File: config.mk
export PLATFORM = sky130hd
export DESIGN_NAME = mips_uart_tx
export DESIGN_NICKNAME = d
export VERILOG_FILES = /design/src/rtl/mips_uart_pkg.sv /design/src/rtl/mips_uart_baud_gen.sv /design/src/rtl/mips_uart_tx.sv
export SDC_FILE = /design/constraint.sdc
export NUM_CORES = 1
export LEC_CHECK = 0
export BUFFER_PORTS_ARGS = -buffer_cell sky130_fd_sc_hd__clkbuf_2
export CAP_MARGIN = 20
export CORE_MARGIN = 2
export CORE_UTILIZATION = 60
export CTS_CLUSTER_SIZE = 30
export DETAILED_ROUTE_END_ITERATION = 8
export HOLD_SLACK_MARGIN = 0.15
export PLACE_DENSITY = 0.81
export SLEW_MARGIN = 20
export SYNTH_ARGS = -nofsm -noshare
export SYNTH_HDL_FRONTEND = slang
export SYNTH_SLANG_ARGS = --single-unit
File: constraint.sdc
create_clock -name clk -period 2.95 [get_ports clk]
set_input_delay 0.295 -clock clk [delete_from_list [all_inputs] [get_ports clk]]
set_output_delay 0.295 -clock clk [all_outputs]
set_load 0.05 [all_outputs]
File: src/rtl/mips_uart_pkg.sv
// Shared definitions for the MIPS UART transmitter and receiver:
// FSM state encodings, default line-rate constants and small sizing helpers.
package mips_uart_pkg;

    // 2-bit FSM state encodings, common to TX and RX
    localparam logic [1:0] ST_IDLE  = 2'b00;
    localparam logic [1:0] ST_START = 2'b01;
    localparam logic [1:0] ST_DATA  = 2'b10;
    localparam logic [1:0] ST_STOP  = 2'b11;

    // Default line configuration
    localparam int DEF_DATA_BITS  = 8;
    localparam int DEF_OVERSAMPLE = 16;
    localparam int DEF_SB_TICK    = 16;
    localparam int DEF_BAUD_DIV   = 326;

    // Counter width able to hold 0..max_count-1, never narrower than one bit
    function automatic int cnt_width(input int max_count);
        return (max_count > 1) ? $clog2(max_count) : 1;
    endfunction

    // Larger of two sizing values
    function automatic int max2(input int a, input int b);
        return (a > b) ? a : b;
    endfunction

endpackage

File: src/rtl/mips_uart_baud_gen.sv
// Baud tick generator: one-cycle tick every BAUD_DIV clocks while enabled.
// Held at zero while disabled, so the first tick lands exactly BAUD_DIV
// clocks after enable rises.
module mips_uart_baud_gen
    import mips_uart_pkg::*;
#(
    parameter int BAUD_DIV = DEF_BAUD_DIV
) (
    input  logic clk,
    input  logic reset,
    input  logic enable,
    output logic tick
);

    localparam int               CNT_W    = cnt_width(BAUD_DIV);
    localparam logic [CNT_W-1:0] CNT_LAST = CNT_W'(BAUD_DIV - 1);

    logic [CNT_W-1:0] cnt_q;
    logic [CNT_W-1:0] cnt_d;

    // Next divider count: clear while disabled, wrap after the last clock of a tick period
    always_comb begin
        cnt_d = cnt_q;
        if (!enable) begin
            cnt_d = '0;
        end else if (cnt_q == CNT_LAST) begin
            cnt_d = '0;
        end else begin
            cnt_d = cnt_q + 1'b1;
        end
    end

    // Divider register
    always_ff @(posedge clk) begin
        if (reset) begin
            cnt_q <= '0;
        end else begin
            cnt_q <= cnt_d;
        end
    end

    assign tick = enable && (cnt_q == CNT_LAST);

endmodule

File: src/rtl/mips_uart_tx.sv
// UART transmitter: start bit, DATA_BITS data bits LSB first, stop period of
// SB_TICK baud ticks. o_tx_done is high exactly while the FSM sits in IDLE, so
// a requester holding i_tx_start sees done fall after acceptance and rise at
// the end of every frame.
module mips_uart_tx
    import mips_uart_pkg::*;
#(
    parameter int DATA_BITS  = DEF_DATA_BITS,
    parameter int OVERSAMPLE = DEF_OVERSAMPLE,
    parameter int SB_TICK    = DEF_SB_TICK,
    parameter int BAUD_DIV   = DEF_BAUD_DIV
) (
    input  logic                 clk,
    input  logic                 reset,
    input  logic                 i_tx_start,
    input  logic [DATA_BITS-1:0] i_tx_data,
    output logic                 o_tx,
    output logic                 o_tx_done
);

    localparam int                TICK_W   = cnt_width(max2(OVERSAMPLE, SB_TICK));
    localparam int                BIT_W    = $clog2(DATA_BITS) + 1;
    localparam logic [TICK_W-1:0] OS_LAST  = TICK_W'(OVERSAMPLE - 1);
    localparam logic [TICK_W-1:0] SB_LAST  = TICK_W'(SB_TICK - 1);
    localparam logic [BIT_W-1:0]  BIT_LAST = BIT_W'(DATA_BITS - 1);

    logic [1:0]           state_q,    state_d;
    logic [TICK_W-1:0]    tick_cnt_q, tick_cnt_d;
    logic [BIT_W-1:0]     bit_cnt_q,  bit_cnt_d;
    logic [DATA_BITS-1:0] shreg_q,    shreg_d;
    logic                 tx_q,       tx_d;
    logic                 tick;

    // The divider runs only during a frame; IDLE keeps it parked at zero
    mips_uart_baud_gen #(
        .BAUD_DIV (BAUD_DIV)
    ) u_baud_gen (
        .clk    (clk),
        .reset  (reset),
        .enable (state_q != ST_IDLE),
        .tick   (tick)
    );

    // Frame sequencing: accept in IDLE, then count ticks per bit and bits per byte
    always_comb begin
        state_d    = state_q;
        tick_cnt_d = tick_cnt_q;
        bit_cnt_d  = bit_cnt_q;
        shreg_d    = shreg_q;
        case (state_q)
            ST_IDLE: begin
                tick_cnt_d = '0;
                bit_cnt_d  = '0;
                if (i_tx_start) begin
                    shreg_d = i_tx_data;
                    state_d = ST_START;
                end
            end
            ST_START: begin
                if (tick) begin
                    if (tick_cnt_q == OS_LAST) begin
                        tick_cnt_d = '0;
                        state_d    = ST_DATA;
                    end else begin
                        tick_cnt_d = tick_cnt_q + 1'b1;
                    end
                end
            end
            ST_DATA: begin
                if (tick) begin
                    if (tick_cnt_q == OS_LAST) begin
                        tick_cnt_d = '0;
                        shreg_d    = shreg_q >> 1;
                        if (bit_cnt_q == BIT_LAST) begin
                            bit_cnt_d = '0;
                            state_d   = ST_STOP;
                        end else begin
                            bit_cnt_d = bit_cnt_q + 1'b1;
                        end
                    end else begin
                        tick_cnt_d = tick_cnt_q + 1'b1;
                    end
                end
            end
            ST_STOP: begin
                if (tick) begin
                    if (tick_cnt_q == SB_LAST) begin
                        tick_cnt_d = '0;
                        state_d    = ST_IDLE;
                    end else begin
                        tick_cnt_d = tick_cnt_q + 1'b1;
                    end
                end
            end
            default: begin
                state_d = ST_IDLE;
            end
        endcase
    end

    // Line level for the coming cycle, derived from next state so the pin register changes with the state
    always_comb begin
        case (state_d)
            ST_START: tx_d = 1'b0;
            ST_DATA:  tx_d = shreg_d[0];
            default:  tx_d = 1'b1;
        endcase
    end

    // State, counters, shift register and registered serial line
    always_ff @(posedge clk) begin
        if (reset) begin
            state_q    <= ST_IDLE;
            tick_cnt_q <= '0;
            bit_cnt_q  <= '0;
            shreg_q    <= '0;
            tx_q       <= 1'b1;
        end else begin
            state_q    <= state_d;
            tick_cnt_q <= tick_cnt_d;
            bit_cnt_q  <= bit_cnt_d;
            shreg_q    <= shreg_d;
            tx_q       <= tx_d;
        end
    end

    assign o_tx      = tx_q;
    assign o_tx_done = (state_q == ST_IDLE);

endmodule

# Word level (Yosys, flattened, before mapping)
# Cells that the tools add are included.
[classes]
n_bitwise = 1
add_sub_neg = 3
multipliers = 0
mux = 21
n_eq_ne = 12
shift = 0
order_cmp = 0
div = 0
reduce_logical = 8
[ops]
columns = ["op", "n"]
rows = [
  ["$mux W8", 3],
  ["$mux W4", 5],
  ["$mux W2", 8],
  ["$pmux W4 S2", 2],
  ["$pmux W8 S2", 1],
  ["$add A9 B1 Y9 const B", 1],
  ["$eq A9 B9 Y1 const B", 1],
  ["$add A4 B1 Y4 const B", 2],
  ["$pmux W2 S4", 1],
  ["$eq A2 B2 Y1 const B", 3],
  ["$ne A2 B2 Y1 const B", 3],
  ["$reduce_or A3 Y1", 2],
  ["$eq A2 B1 Y1 const B", 2],
  ["$eq A4 B3 Y1 const B", 1],
  ["$eq A4 B4 Y1 const B", 1],
  ["$reduce_and A4 Y1", 1],
  ["$reduce_bool A2 Y1", 2],
  ["$reduce_and A3 Y1", 1],
  ["$logic_not A2 Y1", 1],
  ["$ne A2 B1 Y1 const B", 1],
  ["$pmux W1 S2", 1],
  ["$logic_and A1 B1 Y1", 1],
  ["$not A1 Y1", 1],
]
[totals]
in_bits = 11
wordCells = 52
ram_bits = 0
mem_count = 0
out_inout_bits = 2
latch_bits = 0
romBits = 0
reg_bits = 28

# Logic depth before layout (Yosys ltp)
# Gate-level depths: netlist of run 1.
[logic_depth]
word_depth = 7
ltp_mapped = 8
depth_no_buf = 6

# Modules after synthesis
# A second synthesis of run 1 with hierarchy kept.
[unflattened]
cells_unflattened = 150
area_unflattened_um2 = 1368.8
[by_module_without_submodules]
columns = ["mod", "area_each_um2", "n_inst", "seq_area_each_um2", "cells_each"]
rows = [
  ["mips_uart_tx", 934.6, 1, 380.4, 105],
  ["mips_uart_baud_gen", 434.2, 1, 180.2, 45],
]

# Worst setup path before layout of run 1
# Ideal clock, no wire load.
[synth_path]
kind = "register -> register"
start = "register u_baud_gen.cnt_q[0]"
end = "register bit_cnt_q[0]"
path_slack_ns = 1.099
path_buffers = 1
path_stages_with_launch = 7
t_arrival_ns = 1.777
period_less_slack_ns = 1.851
setup_time_ns = 0.074
required_ns = 2.876
cell_sequence = "dfxtp_1 > ha_1 > and4b_1 > buf_1 > nand3_4 > or4_1 > a31oi_1"
[synth_between]
elab_chain_len = 4
[synth_rtl]
columns = ["item", "line", "rtl"]
rows = [
  ["start: declaration", "mips_uart_baud_gen.sv:18", "logic [CNT_W-1:0] cnt_q;"],
  ["start signal: assignment", "mips_uart_baud_gen.sv:38", "cnt_q <= cnt_d;"],
  ["$eq A9 B9 Y1", "mips_uart_baud_gen.sv:42", "assign tick = enable && (cnt_q == CNT_LAST);"],
  ["$logic_and A1 B1 Y1", "mips_uart_baud_gen.sv:42", ""],
  ["$ne A2 B2 Y1 (no source line)", "--", ""],
  ["$reduce_and A3 Y1 (no source line)", "--", ""],
  ["end signal: assignment", "mips_uart_tx.sv:121", "bit_cnt_q <= bit_cnt_d;"],
  ["end: declaration", "mips_uart_tx.sv:29", "logic [BIT_W-1:0] bit_cnt_q, bit_cnt_d;"],
]
# Every way passes these cells.
# A chain may end at the register's enable or synchronous reset.

# Worst setup path after layout of run 1
# Same ends and word-level chain as after synthesis.

==> impl_metrics.env, run 1 <==
export IMPL_cts_buffers=3
export IMPL_dieArea_um2=2700
export IMPL_yosysSeqAreaShare_pct=40.5
export IMPL_ir_drop_mv=0.282
export IMPL_grt_usage_pct=22.3
export IMPL_setup_tns_ps=0
export IMPL_insertion_delay_ps=320
export IMPL_mappedNetlistNets=170
export IMPL_fin_crit_sh_pct=67.1
export IMPL_setup_viol=0
export IMPL_fin_area_um2=1480
export IMPL_p_clk_share_pct=26.2
export IMPL_drt_wl_total_mm=2.71
export IMPL_seqPwrFrac_pct=65.8
export IMPL_vias=1179
export IMPL_synth_ff_latch_count=28
export IMPL_grt_pass1_vias=1013
export IMPL_clk_path_buf_depth=2
export IMPL_dr_pass1_iters=4
export IMPL_ios=13
export IMPL_cts_tree="built"
export IMPL_netlist_instances=155
export IMPL_syn_to_final_growth_pct=7.15
export IMPL_post_cts_resize_count=0
export IMPL_final_antenna_net_count=0
export IMPL_htreeDepth=1
export IMPL_tightest_slew_ps=621
export IMPL_drive_gt1_share_pct=14.0
export IMPL_worstPathMaxFanout=10
export IMPL_hold_viol_final=0
export IMPL_switchingPower_uw=147
export IMPL_wl_per_cell_um=14.1
export IMPL_p_leak_uw=0.000518
export IMPL_die_w_um=52.0
export IMPL_antenna_found_initial=0
export IMPL_clk_pin_slew_ps=150
export IMPL_core_um2=2190
export IMPL_start_kind="register"
export IMPL_cts_setup_buffers=0
export IMPL_synth_main_ff_cell="dfxtp_1"
export IMPL_slew_violations=0
export IMPL_synth_avg_cell_area_um2=8.92
export IMPL_place_congestion=0.865
export IMPL_rsz0062_at_grt="no"
export IMPL_start_util_pct=63.1
export IMPL_fmax_mhz=505
export IMPL_synth_edf_count=0
export IMPL_hold_buffers=0
export IMPL_fin_nets=181
export IMPL_rows=17
export IMPL_worstPathArrival_ps=2240
export IMPL_place_hpwl_mm=1.98
export IMPL_crit_required_ps=3210
export IMPL_grt_overflow_total=0
export IMPL_pwr_density_cell_nw_per_um2=407
export IMPL_finish_utilization_pct=67.6
export IMPL_switching_share_pct=24.4
export IMPL_ys_warn_count=0
export IMPL_pwr_share_comb_pct=8.0
export IMPL_grt_max_degree=18
export IMPL_endpoint_kind="register"
export IMPL_dp_slack_ps=1020
export IMPL_place_area_um2=1460
export IMPL_cts_sinks=28
export IMPL_grt_pass1_wl_mm=4.60
export IMPL_hold_path_class="primary input to register"
export IMPL_drv_cap=0
export IMPL_relSlewSlack_pct=58.4
export IMPL_drc=0
export IMPL_outcome="complete, no violations"
export IMPL_fin_skew_ps=4.50
export IMPL_synth_cell_type_count=42
export IMPL_p_int_uw=456
export IMPL_layout_setup_ws_ps=970
export IMPL_period_minus_slack_ps=1980
export IMPL_drt_iter0_drc=21
export IMPL_synth_area_um2=1380
export IMPL_portBuffers=12
export IMPL_async_flop_share_pct=0
export IMPL_die_y_um=52.0
export IMPL_antennaDiodeCount=0
export IMPL_cts_root_buf="clkbuf_4"
export IMPL_drt_vias_per_instance=6.14
export IMPL_path_class="register to register"
## metal layers
layer  GRT usage (%)  vias to the layer above  part of all wire, %
li1                -                      595                    -
met1            29.9                      564                   49
met2            36.7                       18                   48
met3            3.45                        2                  2.2
met4            6.58                        0                 0.63
met5               0                        -                    0
## power by group through the flow
stage | clock (uW) | combinational, uW | sequential (uW)
final | 158 | 48.1 | 397
after floorplan | 0 | 32.1 | 405
after detailed placement | 0 | 48.5 | 405
after CTS | 156 | 48.5 | 396
after global placement | 0 | 47.2 | 404
after global routing | 172 | 54.3 | 398
## cell usage after synthesis, drive strengths merged, types with 3 or more instances
| library cell | number | area, um2 |
|---|---|---|
| or3 | 3 | 18.8 |
| nand4b | 3 | 26.3 |
| xor2 | 7 | 61.3 |
| a22oi | 6 | 45.0 |
| clkbuf | 5 | 18.8 |
| nand2 | 14 | 52.6 |
| nor2 | 15 | 56.3 |
| a21oi | 13 | 65.1 |
| nand3 | 11 | 67.6 |
| nor3b | 3 | 22.5 |
| ha | 4 | 50.1 |
| dfxtp | 28 | 561 |
| nand4 | 5 | 31.3 |
## critical path: stages (launching register included)
cell	delay (ps)
dfxtp_1	450
ha_1	200
and4b_1	460
nand3_4	150
or4_1	490
a31oi_1	170
## placed cells by master (no fill, tap or decap), drive strengths merged, types with 4 or more instances in the layout
cell type and count:
nand2 14, nand4 5, a22oi 6, clkbuf 15, nor2 15, nand3 11
xor2 7, ha 4, a21oi 13, dfxtp 28
## stage by stage
| stage | hold WS, ps | instances | total power (uW) |
|---|---|---|---|
| 2_1_floorplan | 435 | 155 | 437 |
| 3_3_place_gp | 444 | 189 | 451 |
| 3_5_place_dp | 453 | 189 | 453 |
| 4_1_cts | 191 | 192 | 601 |
| 5_1_grt | 182 | 192 | 624 |
| 6_report | 188 | 192 | 603 |
## flip-flops by register name, indices dropped and copies added, names as in the netlist
name	flops
u_baud_gen.cnt_q	9
state_q	2
tick_cnt_q	4
o_tx	1
shreg_q	8
bit_cnt_q	4
## cell type report
| cell class | instances | area, um2 |
|---|---|---|
| sequential | 28 | 561 |
| multi-input combinational | 118 | 788 |
| inverter | 2 | 7.51 |
| timing repair buffer | 13 | 67.6 |
| clock buffer | 3 | 22.5 |
| tap | 28 | 35.0 |
| fill | 183 | 709 |
## worst paths after layout
check | start | endpoint | slack [ps] | depth (start not counted)
min reg2reg | shreg_q[4] | shreg_q[4] | 470 | 2
max | u_baud_gen.cnt_q[0] | bit_cnt_q[0] | 970 | 5
max reg2reg | u_baud_gen.cnt_q[0] | bit_cnt_q[0] | 970 | 5
min | i_tx_data[7] | shreg_q[7] | 190 | 3
## cell families (layout without fill, tap and decap cells)
kind of cell	count (synthesis)	count (layout)	share of synthesized area, %
and+or+nand+nor	73	73	32.4
AOI/OAI and AO/OA	32	32	15.3
DFF	28	28	40.5
xor gates and xnor gates	9	9	5.70
buffers and inverters	9	18	2.44
adders and majority gates	4	4	3.62
No activity file was read; power rests on OpenSTA's default activity.
==> run 2: changes to the inputs <==
- ABC_AREA: unset -> 1
- CORE_UTILIZATION: 60 -> 52
- PLACE_DENSITY: 0.81 -> 0.74
- clock period: 2.95 -> 1.7 ns (I/O delays scaled with it)
==> run 2 against run 1 <==
- global-route usage is 4.0 points lower
- combinational power up 120%
- routed wire length increased by 5.7%
- cell area up 11%
- final cell count rose by 27%
- power up 100%
- non-clock buffer count up 3
- first-iteration DRC count up 76%
- utilization down 2.6 points
- sequential power up 72%
- setup slack got worse by 910 ps
- largest power group unchanged
- worst hold slack gained 2.9 ps
==> impl_metrics.env, run 2 <==
export IMPL_start_kind="register"
export IMPL_cp_cell_sequence="ha_4 -> nand2_4 -> nor2_4 -> buf_6 -> nand4_4 -> nor2_4 -> nor2_4 -> nand2_1 -> a21oi_1"
export IMPL_die_y_um=56.1
export IMPL_fin_crit_sh_pct=96.3
export IMPL_cts_tree="built"
export IMPL_switchingPower_uw=278
export IMPL_synthTopCellsByCount="45 x nand2_1, 28 x dfxtp_1, 20 x inv_1"
export IMPL_place_hpwl_mm=2.07
export IMPL_n_fill_cell=242
export IMPL_largestRegisters="u_baud_gen.cnt_q x9, shreg_q x8"
export IMPL_final_cell_mix="44 x nand2_1, 24 x dfxtp_1, 19 x inv_1"
export IMPL_outcome="complete, no violations"
export IMPL_worstPathMaxFanout=8
export IMPL_slew_violations=0
export IMPL_grt_usage_pct=18.3
export IMPL_antenna_found_initial=0
export IMPL_dp_cells=235
export IMPL_die_w_um=56.1
export IMPL_path_class="register to register"
export IMPL_clk_path_buf_depth=2
export IMPL_synth_main_ff_cell="dfxtp_1"
export IMPL_mappedNetlistNets=209
export IMPL_grt_pass1_wl_mm=4.68
export IMPL_ys_warn_count=0
export IMPL_worst_path_most_repeated_cell="nor2_4"
export IMPL_fin_nets=229
export IMPL_fmax_mhz=611
export IMPL_endpoint_kind="register"
export IMPL_cts_sinks=28
export IMPL_critPathTopFamily="simple AND/OR/NAND/NOR gates"
export IMPL_yosys_area_top_type="dfxtp_1"
export IMPL_grt_max_degree=17
export IMPL_worstPathArrival_ps=1860
export IMPL_rows=18
export IMPL_grt_pass1_vias=1141
export IMPL_netlist_instances=194
export IMPL_synth_area_um2=1410
export IMPL_ys_top_cells_by_area="dfxtp_1 40%, nand2_1 12%, a21oi_1 6.0%, inv_1 5.3%, nand3_1 4.6%"
export IMPL_start_util_pct=55.9
export IMPL_drc=0
export IMPL_ir_drop_mv=0.755
export IMPL_dr_pass1_iters=4
export IMPL_seqPwrFrac_pct=55.8
export IMPL_pwr_density_cell_nw_per_um2=747
export IMPL_ios=13
export IMPL_period_minus_slack_ps=1640
export IMPL_clk_pin_slew_ps=150
export IMPL_yosysTopAreaCellShare_pct=39.8
export IMPL_htreeDepth=1
export IMPL_drt_wl_total_mm=2.86
export IMPL_core_um2=2520
export IMPL_drt_iter0_drc=37
export IMPL_final_common_cell="nand2_1"
export IMPL_wl_per_cell_um=11.8
export IMPL_crit_slowest_cell="dfxtp_4"
export IMPL_switching_share_pct=22.7
export IMPL_async_flop_share_pct=0
export IMPL_yosysSeqAreaShare_pct=39.8
export IMPL_p_int_uw=946
export IMPL_fin_skew_ps=3.29
export IMPL_drive_gt1_share_pct=23.5
export IMPL_synth_ff_latch_count=28
export IMPL_synth_cell_type_count=26
export IMPL_grt_overflow_total=0
export IMPL_hold_ws_ps=190
export IMPL_place_congestion=0.894
export IMPL_p_clk_share_pct=35.6
export IMPL_hold_path_class="primary input to register"
export IMPL_tightest_slew_ps=337
export IMPL_vias=1260
export IMPL_drt_vias_per_instance=5.19
export IMPL_dieArea_um2=3140
export IMPL_synth_avg_cell_area_um2=7.27
export IMPL_p_leak_uw=0.000691
export IMPL_final_antenna_net_count=0
export IMPL_yosysMostFrequentCell="nand2_1"
export IMPL_cts_buffers=3
export IMPL_synth_edf_count=0
export IMPL_setup_tns_ps=0
export IMPL_largest_register="u_baud_gen.cnt_q"
export IMPL_cp_slowest_stage_delay_ps=400
export IMPL_hold_viol_final=0
export IMPL_stdcell_count=243
export IMPL_insertion_delay_ps=330
export IMPL_r2r_slack_ps=60
export IMPL_portBuffers=12
export IMPL_antennaDiodeCount=0
export IMPL_syn_to_final_growth_pct=16.2
export IMPL_relSlewSlack_pct=77.5
export IMPL_cts_root_buf="clkbuf_4"
export IMPL_crit_required_ps=1930
export IMPL_path_buf_inv=1
export IMPL_setup_viol=0
export IMPL_pwr_share_comb_pct=8.6
export IMPL_drv_cap=0
export IMPL_largest_register_ffs=9
-- run 2: cell count changes after synthesis, sizes merged, moves of 3 or more --
| cell | previous run | this run |
|---|---|---|
| inv | 2 | 26 |
| nand2 | 14 | 49 |
| clkbuf | 5 | 1 |
| a21oi | 13 | 17 |
| a21boi | 1 | 6 |
| nor2 | 15 | 26 |
| xor2 | 7 | 0 |
| o21ai | 2 | 8 |
| a22oi | 6 | 1 |
| or3 | 3 | 0 |
| o21bai | 0 | 3 |
| nand4b | 3 | 0 |
-- run 2: path summary, 6_finish.rpt --
path | start | endpoint | cells past startpoint
max | tick_cnt_q[0] | shreg_q[7] | 9
min | i_tx_data[3] | shreg_q[3] | 4
max reg2reg | tick_cnt_q[0] | shreg_q[7] | 9
min reg2reg | u_baud_gen.cnt_q[0] | u_baud_gen.cnt_q[0] | 1
-- run 2: repair_timing --
| item | CTS | global route |
|---|---|---|
| setup buffers | 0 | 3 |
| resized for setup | 0 | 15 |
| endpoints found under the setup margin | 0 | 3 |
| hold buffers | 1 | 0 |
| hold endpoints to repair | 1 | 0 |
-- run 2: routing by layer --
layer | vias up | routed length (um) | GRT usage, %
met5 | - | 0 | 0
met4 | 0 | 15 | 4.42
met3 | 2 | 145 | 4.88
met2 | 32 | 1410 | 29.4
met1 | 558 | 1290 | 24.4
li1 | 668 | - | -
-- run 2: worst min-delay path, cell delays in order --
cell      delay (ps)
clkbuf_2          80
nand2_1           40
a21boi_1         140
a21oi_1           60
-- run 2: cell families after synthesis --
kind of cell             Yosys count  share of synthesized area, %
adder cells (fa/ha/maj)            4                          3.55
AO/OA/AOI/OAI                     37                          15.3
AND/OR/NAND/NOR                   98                          34.2
buffers and inverters             27                          7.19
flip-flops                        28                          39.8
-- run 2: power groups by stage --
stage | combinational [uW] | sequential, uW | clock (uW)
floorplan | 66.2 | 703 | 0
global placement | 99.1 | 699 | 0
detailed placement | 102 | 700 | 0
CTS | 104 | 685 | 446
global route | 117 | 685 | 479
finish | 106 | 683 | 436
-- run 2: area by class of cell --
| type | count | area [um2] | share of cell area [%] |
|---|---|---|---|
| Tap cell | 30 | 37.5 | 2.29 |
| Timing Repair Buffer | 16 | 96.3 | 5.88 |
| Sequential cell | 28 | 571 | 34.8 |
| Clock buffer | 3 | 22.5 | 1.37 |
| Multi-Input combinational cell | 139 | 785 | 47.9 |
| Inverter | 26 | 97.6 | 5.95 |
| Clock inverter | 1 | 30.0 | 1.83 |
-- run 2: per-stage QoR --
| step | util [%] | power (uW) | instance area (um2) | setup slack, ps |
|---|---|---|---|---|
| 3_5_place_dp | 59.6 | 802 | 1500 | 74.8 |
| 6_report | 65.0 | 1220 | 1640 | 62.2 |
| 2_1_floorplan | - | 770 | 1410 | 286 |
| 5_1_grt | 65.0 | 1280 | 1640 | -27.6 |
| 3_3_place_gp | 59.6 | 798 | 1500 | 156 |
| 4_1_cts | 62.1 | 1240 | 1570 | 49.9 |
==> run 3: changes to the inputs <==
- CORE_UTILIZATION: 52 -> 35
- GPL_ROUTABILITY_DRIVEN: unset -> 0
- PLACE_DENSITY: 0.74 -> unset
==> run 3 against run 2 <==
- worst hold slack gained 36 ps
- combinational power is essentially flat
- clock-buffer cell count is the same
- critical path depth is the same
- final cell count grew 9.5%
- register-to-register slack gained 40 ps
- die area grew 45%
==> impl_metrics.env, run 3 (synthesis results as in run 2) <==
export IMPL_cts_buffers=3
export IMPL_worstPathArrival_ps=1760
export IMPL_r2r_slack_ps=100
export IMPL_cts_root_buf="clkbuf_8"
export IMPL_start_kind="register"
export IMPL_grt_usage_pct=14.0
export IMPL_pwr_share_comb_pct=8.0
export IMPL_pwr_density_cell_nw_per_um2=778
export IMPL_htreeDepth=1
export IMPL_largestRegisters="u_baud_gen.cnt_q x9, shreg_q x8"
export IMPL_drc=0
export IMPL_grt_max_degree=17
export IMPL_drt_wl_total_mm=2.77
export IMPL_wl_per_cell_um=10.4
export IMPL_place_hpwl_mm=1.99
export IMPL_hold_depth=3
export IMPL_ir_drop_mv=0.324
export IMPL_drive_gt1_share_pct=23.6
export IMPL_hold_ws_ps=227
export IMPL_largest_register="u_baud_gen.cnt_q"
export IMPL_antenna_found_initial=0
export IMPL_core_um2=3940
export IMPL_drt_iter0_drc=44
export IMPL_fin_skew_ps=1.65
export IMPL_final_cell_mix="44 x nand2_1, 26 x dfxtp_1, 19 x inv_1"
export IMPL_grt_overflow_total=0
export IMPL_p_clk_share_pct=40.3
export IMPL_p_int_uw=1020
export IMPL_final_antenna_net_count=0
export IMPL_antennaDiodeCount=0
export IMPL_start_util_pct=35.8
export IMPL_dp_slack_ps=114
export IMPL_fmax_mhz=626
export IMPL_min_from="i_tx_data[0]"
export IMPL_switching_share_pct=22.3
export IMPL_finish_utilization_pct=43.0
export IMPL_syn_to_final_growth_pct=20.2
export IMPL_hold_path_class="primary input to register"
export IMPL_die_y_um=67.5
export IMPL_relSlewSlack_pct=78.5
export IMPL_switchingPower_uw=294
export IMPL_slew_violations=0
export IMPL_period_minus_slack_ps=1600
export IMPL_hold_viol_final=0
export IMPL_dr_pass1_iters=4
export IMPL_setup_viol=0
export IMPL_clk_pin_slew_ps=100
export IMPL_reg2regPathDepth=9
export IMPL_grt_pass1_wl_mm=4.95
export IMPL_r2r_end="shreg_q[3]"
export IMPL_whs_endpoint="shreg_q[0]"
export IMPL_largest_register_ffs=9
export IMPL_vias=1227
export IMPL_path_class="register to register"
export IMPL_ios=13
export IMPL_cts_tree="built"
export IMPL_layout_setup_ws_ps=103
export IMPL_final_common_cell="nand2_1"
export IMPL_drt_vias_per_instance=4.61
export IMPL_outcome="complete, no violations"
export IMPL_crit_required_ps=1860
export IMPL_grt_pass1_vias=1180
export IMPL_insertion_delay_ps=280
export IMPL_p_leak_uw=0.000714
export IMPL_tightest_slew_ps=322
export IMPL_fin_nets=232
export IMPL_power_total_uw=1320
export IMPL_die_w_um=67.5
export IMPL_rows=23
export IMPL_endpoint_kind="register"
export IMPL_cts_sinks=28
export IMPL_seqPwrFrac_pct=51.8
export IMPL_portBuffers=12
export IMPL_drv_cap=0
export IMPL_fin_crit_sh_pct=93.9
export IMPL_dieArea_um2=4550
export IMPL_worstPathMaxFanout=8
export IMPL_crit_reg2reg_launch="tick_cnt_q[0]"
export IMPL_clk_path_buf_depth=2
-- run 3: changes by cell type in the layout (fill, tap and decap cells not counted), sizes merged --
cell,before,now
buf,3,6
-- run 3: power groups by stage --
stage	Sequential, uW	Combinational (uW)	Clock (uW)
finish	683	105	531
global route	685	119	569
CTS	684	106	545
detailed placement	699	104	0
global placement	699	104	0
floorplan	703	66.2	0
-- run 3: layout make-up --
cell class	instances	area (um2)
Fill cell	388	2250
Multi-Input combinational cell	139	779
Sequential cell	28	566
Timing Repair Buffer	19	119
Inverter	26	97.6
Tap cell	50	62.6
Clock buffer	3	41.3
Clock inverter	1	30.0
-- run 3: per-stage QoR --
| step | setup TNS, ps | instances | instance area, um2 |
|---|---|---|---|
| floorplan | 0 | 194 | 1410 |
| global route | -2.96 | 266 | 1700 |
| CTS | 0 | 262 | 1630 |
| detailed placement | 0 | 257 | 1540 |
| global placement | 0 | 257 | 1540 |
| finish | 0 | 266 | 1700 |
-- run 3: timing repair --
item,in CTS,in global routing
setup endpoints to repair,0,6
gates resized for setup,0,11
endpoints found under the hold margin,1,0
hold buffers,1,0
buffers inserted,0,4
-- run 3: worst max path at each step --
stage / startpoint / endpoint
global route: tick_cnt_q[0] / shreg_q[4]
CTS: tick_cnt_q[0] / o_tx
detailed placement: tick_cnt_q[0] / o_tx
global placement: tick_cnt_q[0] / o_tx
floorplan: tick_cnt_q[0] / o_tx
finish: tick_cnt_q[0] / shreg_q[3]
-- run 3: routing by layer --
metal / vias up / global-route usage, % / part of all wire [%]
li1: 679 / - / -
met1: 529 / 18.9 / 53
met2: 15 / 22.1 / 43
met3: 4 / 2.33 / 2.9
met4: 0 / 5.61 / 1.3
met5: - / 0 / 0
-- run 3: critical path: stages, from the launching register on --
cell and delay [ps]:
dfxtp_4 390, ha_4 160, nand2_4 70, nor2_4 160
buf_6 120, nand4_4 120, nor2_4 250, nor2_4 90
nand2_1 60, a21oi_1 60
